[src/rtl/mult_pkg.sv]
// -----------------------------------------------------------------------------
// mult_pkg
// Shared types and defaults for the shift-and-add multiplier dispatcher.
//   disp_state_t : dispatcher FSM state encoding (IDLE, ISSUE, WAIT)
//   TAMANO_DEF   : default operand width
//   DEPTH_DEF    : default operand FIFO depth
//   TIMEOUT_DEF  : default watchdog limit in WAIT cycles
//   wd_width()   : watchdog counter width for a given timeout
// The operand-pair struct depends on the operand width, so it is declared
// inside the modules that know that width.
// -----------------------------------------------------------------------------
package mult_pkg;

    typedef enum logic [1:0] {
        IDLE  = 2'd0,
        ISSUE = 2'd1,
        WAIT  = 2'd2
    } disp_state_t;

    localparam int TAMANO_DEF  = 8;
    localparam int DEPTH_DEF   = 4;
    localparam int TIMEOUT_DEF = 64;

    // Counter width able to hold 0 .. timeout-1 (at least one bit).
    function automatic int wd_width(input int timeout);
        return (timeout > 2) ? $clog2(timeout) : 1;
    endfunction

endpackage

[src/rtl/mult_fifo.sv]
// -----------------------------------------------------------------------------
// mult_fifo
// Synchronous FIFO with a registered read port.
//   CLOCK   in  : clock, rising edge
//   RESET   in  : asynchronous, active-high; empties the FIFO
//   push    in  : write wr_data (ignored when full)
//   wr_data in  : WIDTH-bit write data
//   pop     in  : read head into rd_data (ignored when empty)
//   rd_data out : head entry, valid the cycle after an accepted pop
//   full    out : DEPTH entries stored
//   empty   out : no entries stored
// DEPTH must be a power of two, >= 2.
// -----------------------------------------------------------------------------
module mult_fifo #(
    parameter int WIDTH = 16,
    parameter int DEPTH = 4
) (
    input  logic             CLOCK,
    input  logic             RESET,
    input  logic             push,
    input  logic [WIDTH-1:0] wr_data,
    input  logic             pop,
    output logic [WIDTH-1:0] rd_data,
    output logic             full,
    output logic             empty
);

    localparam int AW = $clog2(DEPTH);

    logic [WIDTH-1:0] mem [DEPTH];
    // Pointers carry one extra wrap bit to tell full from empty.
    logic [AW:0]      wr_ptr;
    logic [AW:0]      rd_ptr;
    logic             do_push;
    logic             do_pop;

    assign full    = (wr_ptr[AW] != rd_ptr[AW]) && (wr_ptr[AW-1:0] == rd_ptr[AW-1:0]);
    assign empty   = (wr_ptr == rd_ptr);
    assign do_push = push && !full;
    assign do_pop  = pop && !empty;

    // NOTE: state registers use non-blocking (<=) so every flop samples the
    // pre-edge values regardless of statement order.
    always_ff @(posedge CLOCK or posedge RESET) begin
        if (RESET) begin
            wr_ptr  <= '0;
            rd_ptr  <= '0;
            rd_data <= '0;
        end else begin
            if (do_push) wr_ptr <= wr_ptr + (AW+1)'(1);
            if (do_pop) begin
                rd_data <= mem[rd_ptr[AW-1:0]];
                rd_ptr  <= rd_ptr + (AW+1)'(1);
            end
        end
    end

    // NOTE: the storage array has no reset; the pointers alone define which
    // entries are meaningful, and a reset-free array maps onto plain RAM.
    always_ff @(posedge CLOCK) begin
        if (do_push) mem[wr_ptr[AW-1:0]] <= wr_data;
    end

endmodule

[src/rtl/mult_dispatcher.sv]
// -----------------------------------------------------------------------------
// mult_dispatcher
// Feeds operand pairs to the shift-and-add multiplier and collects products.
//   CLOCK, RESET         : clock / async active-high reset (shared with multiplier)
//   IN_VALID/IN_READY    : operand stream handshake (IN_READY = !fifo full)
//   IN_A, IN_B           : multiplicand / multiplier
//   OUT_VALID/OUT_READY  : result stream handshake
//   OUT_S                : product (0 on timeout)
//   OUT_ERR              : result is a watchdog timeout
//   START                : one-cycle start pulse to the multiplier
//   A, B                 : operands to the multiplier, held from ISSUE through WAIT
//   S, END_MULT          : product and done flag from the multiplier
//   BUSY                 : FSM not in IDLE
// One multiplication is outstanding at a time; results leave in arrival order.
// -----------------------------------------------------------------------------
module mult_dispatcher
    import mult_pkg::*;
#(
    parameter int tamano  = TAMANO_DEF,
    parameter int DEPTH   = DEPTH_DEF,
    parameter int TIMEOUT = TIMEOUT_DEF
) (
    input  logic                CLOCK,
    input  logic                RESET,
    input  logic                IN_VALID,
    output logic                IN_READY,
    input  logic [tamano-1:0]   IN_A,
    input  logic [tamano-1:0]   IN_B,
    output logic                OUT_VALID,
    input  logic                OUT_READY,
    output logic [2*tamano-1:0] OUT_S,
    output logic                OUT_ERR,
    output logic                START,
    output logic [tamano-1:0]   A,
    output logic [tamano-1:0]   B,
    input  logic [2*tamano-1:0] S,
    input  logic                END_MULT,
    output logic                BUSY
);

    typedef struct packed {
        logic [tamano-1:0] a;
        logic [tamano-1:0] b;
    } operand_t;

    localparam int                WD_W    = wd_width(TIMEOUT);
    localparam logic [WD_W-1:0]   WD_LAST = WD_W'(TIMEOUT - 1);

    disp_state_t     state;
    disp_state_t     state_nxt;
    operand_t        wr_pair;
    operand_t        rd_pair;
    logic            fifo_full;
    logic            fifo_empty;
    logic            fifo_pop;
    logic            fetch;      // pop issued last cycle; rd_pair is now valid
    logic            load_op;
    logic            res_ok;
    logic            res_timeout;
    logic [WD_W-1:0] watchdog;

    assign wr_pair  = '{a: IN_A, b: IN_B};
    assign IN_READY = !fifo_full;
    assign BUSY     = (state != IDLE);

    mult_fifo #(
        .WIDTH (2*tamano),
        .DEPTH (DEPTH)
    ) u_fifo (
        .CLOCK   (CLOCK),
        .RESET   (RESET),
        .push    (IN_VALID && IN_READY),
        .wr_data (wr_pair),
        .pop     (fifo_pop),
        .rd_data (rd_pair),
        .full    (fifo_full),
        .empty   (fifo_empty)
    );

    always_ff @(posedge CLOCK or posedge RESET) begin
        if (RESET) state <= IDLE;
        else       state <= state_nxt;
    end

    // NOTE: every signal written here gets a default first, so no path leaves
    // one unassigned and no latch is inferred.
    always_comb begin
        state_nxt   = state;
        fifo_pop    = 1'b0;
        load_op     = 1'b0;
        res_ok      = 1'b0;
        res_timeout = 1'b0;
        START       = 1'b0;
        unique case (state)
            IDLE: begin
                // The FIFO read is registered: pop in one cycle, load A/B
                // from its output register in the next.
                if (fetch) begin
                    load_op   = 1'b1;
                    state_nxt = ISSUE;
                end else if (!fifo_empty && !OUT_VALID) begin
                    fifo_pop = 1'b1;
                end
            end
            ISSUE: begin
                START     = 1'b1;
                state_nxt = WAIT;
            end
            WAIT: begin
                // A completion on the last allowed cycle still counts as a product.
                if (END_MULT) begin
                    res_ok    = 1'b1;
                    state_nxt = IDLE;
                end else if (watchdog == WD_LAST) begin
                    res_timeout = 1'b1;
                    state_nxt   = IDLE;
                end
            end
            default: state_nxt = IDLE;
        endcase
    end

    always_ff @(posedge CLOCK or posedge RESET) begin
        if (RESET) begin
            fetch     <= 1'b0;
            A         <= '0;
            B         <= '0;
            watchdog  <= '0;
            OUT_VALID <= 1'b0;
            OUT_S     <= '0;
            OUT_ERR   <= 1'b0;
        end else begin
            fetch <= fifo_pop;

            if (load_op) begin
                A        <= rd_pair.a;
                B        <= rd_pair.b;
                watchdog <= '0;
            end else if (state == WAIT) begin
                watchdog <= watchdog + WD_W'(1);
            end

            // A new result can only arrive while the slot is empty, because
            // a pop is held off until the previous result has drained.
            if (res_ok) begin
                OUT_S     <= S;
                OUT_ERR   <= 1'b0;
                OUT_VALID <= 1'b1;
            end else if (res_timeout) begin
                OUT_S     <= '0;
                OUT_ERR   <= 1'b1;
                OUT_VALID <= 1'b1;
            end else if (OUT_VALID && OUT_READY) begin
                OUT_VALID <= 1'b0;
            end
        end
    end

endmodule

[config.mk]
export PLATFORM = sky130hd
export DESIGN_NAME = mult_dispatcher
export DESIGN_NICKNAME = d
export VERILOG_FILES = /design/src/rtl/mult_pkg.sv /design/src/rtl/mult_fifo.sv /design/src/rtl/mult_dispatcher.sv
export SDC_FILE = /design/constraint.sdc
export NUM_CORES = 1
export LEC_CHECK = 0
export ABC_CLOCK_PERIOD_IN_PS = 2550
export CORE_MARGIN = 2
export CORE_UTILIZATION = 53
export CTS_BUF_LIST = sky130_fd_sc_hd__clkbuf_8
export CTS_CLUSTER_DIAMETER = 150
export DETAILED_ROUTE_END_ITERATION = 12
export PLACE_DENSITY_LB_ADDON = 0.1
export REMOVE_ABC_BUFFERS = 1
export SYNTH_ARGS = -nofsm -noshare
export SYNTH_HDL_FRONTEND = slang
export SYNTH_SLANG_ARGS = --single-unit
[constraint.sdc]
create_clock -name CLOCK -period 2.55 [get_ports CLOCK]
set_input_delay 0.51 -clock CLOCK [delete_from_list [all_inputs] [get_ports CLOCK]]
set_output_delay 0.51 -clock CLOCK [all_outputs]
set_load 0.05 [all_outputs]
==> results of run 1 <==
## power by group
part | internal (W) | switching (W) | leakage, nW | total, W
registers | 0.00294 | 0.000374 | 1.34 | 0.00332
clock network | 0.000921 | 0.000795 | 0.204 | 0.00172
logic | 0.00181 | 0.00216 | 0.946 | 0.00397
total | 0.00568 | 0.00333 | 2.49 | 0.00900
## layout make-up
class	count	area, µm²	share of cell area (%)
Timing Repair Buffer	83	831	12.9
Tap cell	129	161	2.51
Clock buffer	19	262	4.06
Clock inverter	13	138	2.14
Multi-Input combinational cell	139	1470	22.8
Inverter	7	26.3	0.408
Sequential cell	129	3550	55.1
## cell families (layout without fill, tap and decap cells)
group,after synthesis,after routing
AOI/OAI and AO/OA,50,50
xor gates and xnor gates,9,9
adders and majority gates,6,6
buffers and inverters,20,122
DFF,129,129
muxes,51,51
and+or+nand+nor,23,23
## placed cells by master (no fill, tap or decap), types with 2 or more instances in the layout
| master | n |
|---|---|
| o21ai_0 | 3 |
| buf_12 | 2 |
| edfxtp_1 | 64 |
| clkdlybuf4s50_1 | 71 |
| xor2_1 | 4 |
| ha_1 | 6 |
| mux2_4 | 8 |
| nand2_1 | 6 |
| clkinv_2 | 3 |
| inv_6 | 2 |
| inv_1 | 7 |
| a22o_1 | 16 |
| clkinv_4 | 3 |
| clkinvlp_4 | 2 |
| a21o_1 | 17 |
| mux4_2 | 16 |
| a31oi_1 | 3 |
| dfrtp_1 | 65 |
| clkbuf_8 | 19 |
| buf_4 | 9 |
| nand2b_1 | 2 |
| bufinv_16 | 2 |
| mux2_2 | 26 |
| and2_1 | 3 |
| nand3_1 | 2 |
| a21oi_1 | 5 |
| xnor2_1 | 5 |
## Yosys cell counts, types with 2 or more instances
cell,number,area [µm²]
mux4_2,16,360
xor2_1,4,35.0
edfxtp_1,64,1920
a21oi_1,5,25.0
and2_1,3,18.8
dfrtp_1,65,1630
nand2_1,6,22.5
ha_1,6,75.1
mux2_4,8,120
nand3_1,2,10.0
buf_2,3,15.0
clkbuf_1,7,26.3
o21ai_0,3,15.0
nand2b_1,2,12.5
inv_1,7,26.3
a22o_1,16,140
mux2_2,26,293
xnor2_1,5,43.8
a21o_1,17,128
a31oi_1,4,25.0
## flip-flops by register name, summed over array words and instances, names as in the netlist
name and flops:
u_fifo.rd_data 16, A 8, u_fifo.wr_ptr 3, OUT_ERR 1, OUT_VALID 1, OUT_S 16, fetch 1, state 2
u_fifo.rd_ptr 3, u_fifo.mem 64, B 8, watchdog 6
## timing repair
action / in CTS / in global routing
hold endpoints to repair: 0 / 0
endpoints found under the setup margin: 0 / 1
gates resized for setup: 0 / 1
## worst max path at each step
stage	from	endpoint	slack, ns	depth (start not counted)
floorplan	u_fifo.rd_ptr[0]	u_fifo.mem[3][0]	-0.20	2
global placement	IN_VALID	u_fifo.mem[1][5]	0.42	5
detailed placement	IN_VALID	u_fifo.mem[2][6]	0.36	5
CTS	state[0]	START	0.10	2
global route	state[0]	BUSY	0.07	2
finish	state[0]	BUSY	0.16	2
## per-stage QoR
step / setup WS (ns) / instance area [µm²] / instances
2_1_floorplan: -0.199 / 5030 / 275
3_3_place_gp: 0.423 / 6030 / 487
3_5_place_dp: 0.358 / 6030 / 487
4_1_cts: 0.101 / 6430 / 519
5_1_grt: 0.0715 / 6430 / 519
6_report: 0.156 / 6430 / 519
## layer usage
layer	track usage, %	share of wire, %
met1	23.2	43
met4	8.00	1.4
met5	0	0
met2	30.3	50
met3	6.50	6.0
==> flow_summary.json, run 1 <==
{
  "ys_ff_latch": 129,
  "clock-skew-final_ns": 0.00970,
  "grt_usage_pct": 18.7,
  "num-fill-cells": 651,
  "synth-simple-area-share_pct": 2.65,
  "die_area_um2": 10400,
  "cts_max_path_buffers": 2,
  "synth-edff-count": 64,
  "io_buffers": 73,
  "worst-endpoint-arrival_ns": 1.88,
  "core-area_um2": 9280,
  "syn_area_per_cell_um2": 17.7,
  "cts_sinks": 129,
  "syn_area_um2": 5110,
  "path_buf_inv": 1,
  "hold_class": "in2async",
  "critPathTopFamily": "buffers and inverters",
  "maxCapViolations": 0,
  "die_x_um": 102,
  "worst_r2r_endpoint": "u_fifo.mem[2][15]",
  "drive_gt1_share_pct": 25.1,
  "cp-start-kind": "register",
  "report.final.slew_viol_count": 0,
  "vias": 2806,
  "cts_tree": "built",
  "path_cells": "or2_2 > clkdlybuf4s50_1",
  "num_antenna_cells": 0,
  "finalCriticalPeriod_ns": 2.39,
  "hold_viol": 0,
  "worstPathMaxFanout": 8,
  "gp_congestion": 0.785,
  "rsz0062_at_grt": "no",
  "crit_required_ns": 2.04,
  "htreeDepth": 4,
  "die_h_um": 102,
  "grt_start_max_net_pins": 47,
  "synth_seq_area_share_pct": 69.5,
  "firstDrtPassIters": 4,
  "ys.flop_type": "dfrtp_1",
  "critPathMaxStageDelay_ns": 0.70,
  "rows": 35,
  "post-route-util_pct": 69.3,
  "clkTransAtPathRegs_ns": 0.07,
  "insertion_delay_ns": 0.43,
  "drt_iter0_markers": 68,
  "slew_headroom_pct": 45.4,
  "boundaryPins": 74,
  "postCtsHoldBufs": 0,
  "finalSetupTns_ns": 0,
  "drc": 0,
  "r2r_setup_slack_ns": 0.56,
  "reg2reg_depth": 4,
  "synth_compound_area_share_pct": 7.54,
  "hold_ws_ns": 0.407,
  "synth_top_family_by_area": "multiplexers",
  "cts_setup_buffers": 0,
  "max-vdd-ir-drop_uv": 756,
  "min_period_over_period_pct": 93.9,
  "synth_xor_area_share_pct": 1.54,
  "clock.fmax_mhz": 418,
  "p_leak_nw": 2.49,
  "hpwl_mm": 5.60,
  "power.density_nw_per_um2": 1400,
  "cp_slowest_cell": "clkdlybuf4s50_1",
  "cts-root-buf": "clkbuf_8",
  "initial_utilization_pct": 55.0,
  "worstMarginPinSlew_ns": 0.819,
  "postSynth.asyncResetShare_pct": 50.4,
  "antenna_found_initial": 0,
  "area_delta_synth_final_pct": 26.0,
  "synthMuxAreaShare_pct": 15.3,
  "ys_warn_count": 0,
  "overflow": 0,
  "avgRoutedWirePerCell_um": 16.9,
  "ys_types": 39,
  "syn_inst": 288,
  "wirelength_mm": 8.78,
  "r2r_start": "u_fifo.wr_ptr[0]",
  "grt_pass1_vias": 2868,
  "grt_pass1_wl_mm": 14.2,
  "status": "complete, no violations",
  "postRouteAntennaNets": 0,
  "total_power_w": 0.00900,
  "viasPerCell": 5.41,
  "setup_viol_count_final": 0,
  "critPathKind": "reg2out",
  "cp-end-kind": "output port",
  "numCtsBuffers": 17,
  "synth_fa_ha_area_share_pct": 1.47,
  "finalNetCount": 420
}
Note: power is estimated with default switching activity, not from simulation.
==> run 2, diff against run 1 <==
--- a/config.mk
+++ b/config.mk
@@ -7,11 +7,12 @@
 export LEC_CHECK = 0
 export ABC_CLOCK_PERIOD_IN_PS = 2550
 export CORE_MARGIN = 2
-export CORE_UTILIZATION = 53
+export CORE_UTILIZATION = 35
 export CTS_BUF_LIST = sky130_fd_sc_hd__clkbuf_8
 export CTS_CLUSTER_DIAMETER = 150
 export DETAILED_ROUTE_END_ITERATION = 12
 export PLACE_DENSITY_LB_ADDON = 0.1
+export RECOVER_POWER = 25
 export REMOVE_ABC_BUFFERS = 1
 export SYNTH_ARGS = -nofsm -noshare
 export SYNTH_HDL_FRONTEND = slang
==> run 2 against run 1 <==
  * Clock power hardly changed
  * Final cell count is 11% higher
  * Clock-buffer cell count is 1 higher
  * Global-route usage is 5.5 points lower
  * Register-to-register slack better by 0.04 ns
  * Cell area is 1.3% higher
  * Clock skew is 0.0026 ns higher
  * Routed wire length is 8.7% higher
==> flow_summary.json, run 2 (synthesis gave the netlist of run 1 again) <==
{
  "postCtsHoldBufs": 0,
  "status": "complete, no violations",
  "path_cells": "or2_2 > clkdlybuf4s50_1",
  "drt_iter0_markers": 140,
  "finalCriticalPeriod_ns": 2.42,
  "critPathKind": "reg2out",
  "vias": 2778,
  "crit_required_ns": 2.04,
  "hold_class": "reg2reg",
  "firstDrtPassIters": 4,
  "largest_reg_flops": 64,
  "cp-end-kind": "output port",
  "setup_viol_count_final": 0,
  "die_x_um": 125,
  "die_area_um2": 15600,
  "cts-root-buf": "clkbuf_8",
  "drive_gt1_share_pct": 24.7,
  "max-vdd-ir-drop_uv": 607,
  "post-route-util_pct": 45.4,
  "critPathMaxStageDelay_ns": 0.70,
  "postRouteAntennaNets": 0,
  "clkTransAtPathRegs_ns": 0.08,
  "grt_start_max_net_pins": 29,
  "num_antenna_cells": 0,
  "grt_pass1_wl_mm": 15.6,
  "clock-skew-final_ns": 0.0123,
  "cts_sinks": 129,
  "rows": 44,
  "htreeDepth": 4,
  "worstMarginPinSlew_ns": 0.853,
  "final_cell_mix": "65 x dfrtp_1, 64 x edfxtp_1, 55 x clkdlybuf4s50_1",
  "cts_tree": "built",
  "insertion_delay_ns": 0.44,
  "gp_congestion": 0.721,
  "boundaryPins": 74,
  "finalNetCount": 423,
  "numCtsBuffers": 17,
  "slew_headroom_pct": 43.1,
  "viasPerCell": 4.81,
  "p_leak_nw": 2.50,
  "drc": 0,
  "initial_utilization_pct": 35.6,
  "avgRoutedWirePerCell_um": 16.5,
  "layout_commonest_cell": "dfrtp_1",
  "clock.fmax_mhz": 413,
  "overflow": 0,
  "core-area_um2": 14400,
  "worstPathMaxFanout": 8,
  "hold_viol": 0,
  "dpl-instance-area_um2": 6120,
  "wirelength_mm": 9.54,
  "r2r_setup_slack_ns": 0.60,
  "min_period_over_period_pct": 95.0,
  "grt_usage_pct": 13.2,
  "io_buffers": 73,
  "maxCapViolations": 0,
  "area_delta_synth_final_pct": 27.6,
  "multi_input_comb_area_um2": 1470,
  "hpwl_mm": 6.06,
  "cts_max_path_buffers": 2,
  "cp-start-kind": "register",
  "report.final.slew_viol_count": 0,
  "num-fill-cells": 1272,
  "die_h_um": 125,
  "antenna_found_initial": 0,
  "cp_slowest_cell": "clkdlybuf4s50_1",
  "grt_pass1_vias": 2881,
  "power.density_nw_per_um2": 1390,
  "worst-endpoint-arrival_ns": 1.91,
  "finalInstanceArea_um2": 6520,
  "seq_area_um2": 3550,
  "rsz0062_at_grt": "no"
}
run 2: changes by cell type in the layout (fill, tap and decap cells not counted), moves of 3 or more:
cell	change
dlygate4sd3_1	+16
inv_1	+3
clkdlybuf4s50_1	-16
clkinv_4	-3
buf_4	+3
clkinvlp_4	+3
run 2: final timing paths:
path                                     to         startpoint  depth (start not counted)
min                                    B[3]  u_fifo.rd_data[3]                          1
min in group asynchronous              A[0]              RESET                          2
max in group asynchronous         OUT_VALID              RESET                          3
max reg2reg                u_fifo.mem[2][8]   u_fifo.wr_ptr[1]                          4
min reg2reg                            B[3]  u_fifo.rd_data[3]                          1
max                                    BUSY           state[1]                          2
run 2: worst max-delay path, delay by kind of cell (launching register included):
kind	cells	cell delay [ns]
buf+inv	1	0.70
flops	1	0.46
simple gates	1	0.31
run 2: stage by stage:
step | instances | setup WS, ns | setup TNS (ns) | total power, W | hold WS (ns)
after floorplan | 275 | -0.199 | -3.28 | 0.00616 | 0.464
after global placement | 545 | 0.381 | 0 | 0.00747 | 0.481
after detailed placement | 545 | 0.340 | 0 | 0.00749 | 0.489
after CTS | 577 | 0.0587 | 0 | 0.00924 | 0.397
after global routing | 577 | 0.0536 | 0 | 0.00960 | 0.516
final | 577 | 0.128 | 0 | 0.00907 | 0.501
run 2: layout make-up:
cell class	count	share of cell area (%)
clock buffer	20	4.22
tap	184	3.53
multi-input combinational	139	22.5
inverter	7	0.403
timing repair buffer	86	13.1
clock inverter	12	1.80
sequential	129	54.4
run 2: layer usage:
metal	track usage, %	share of wire, %
met1	17.3	47
met2	19.7	46
met3	5.28	5.7
met4	5.10	1.5
met5	0	0
run 2: repair_timing:
action	CTS	global route
gates resized for setup	0	1
setup endpoints to repair	0	1
setup buffers	0	0
run 2: where the power goes:
part           switching, W  total [W]  internal, W  leakage (nW)
sequential         0.000365    0.00331      0.00294          1.34
combinational       0.00221    0.00406      0.00185         0.966
clock              0.000770    0.00170     0.000929         0.194
total               0.00335    0.00907      0.00572          2.50
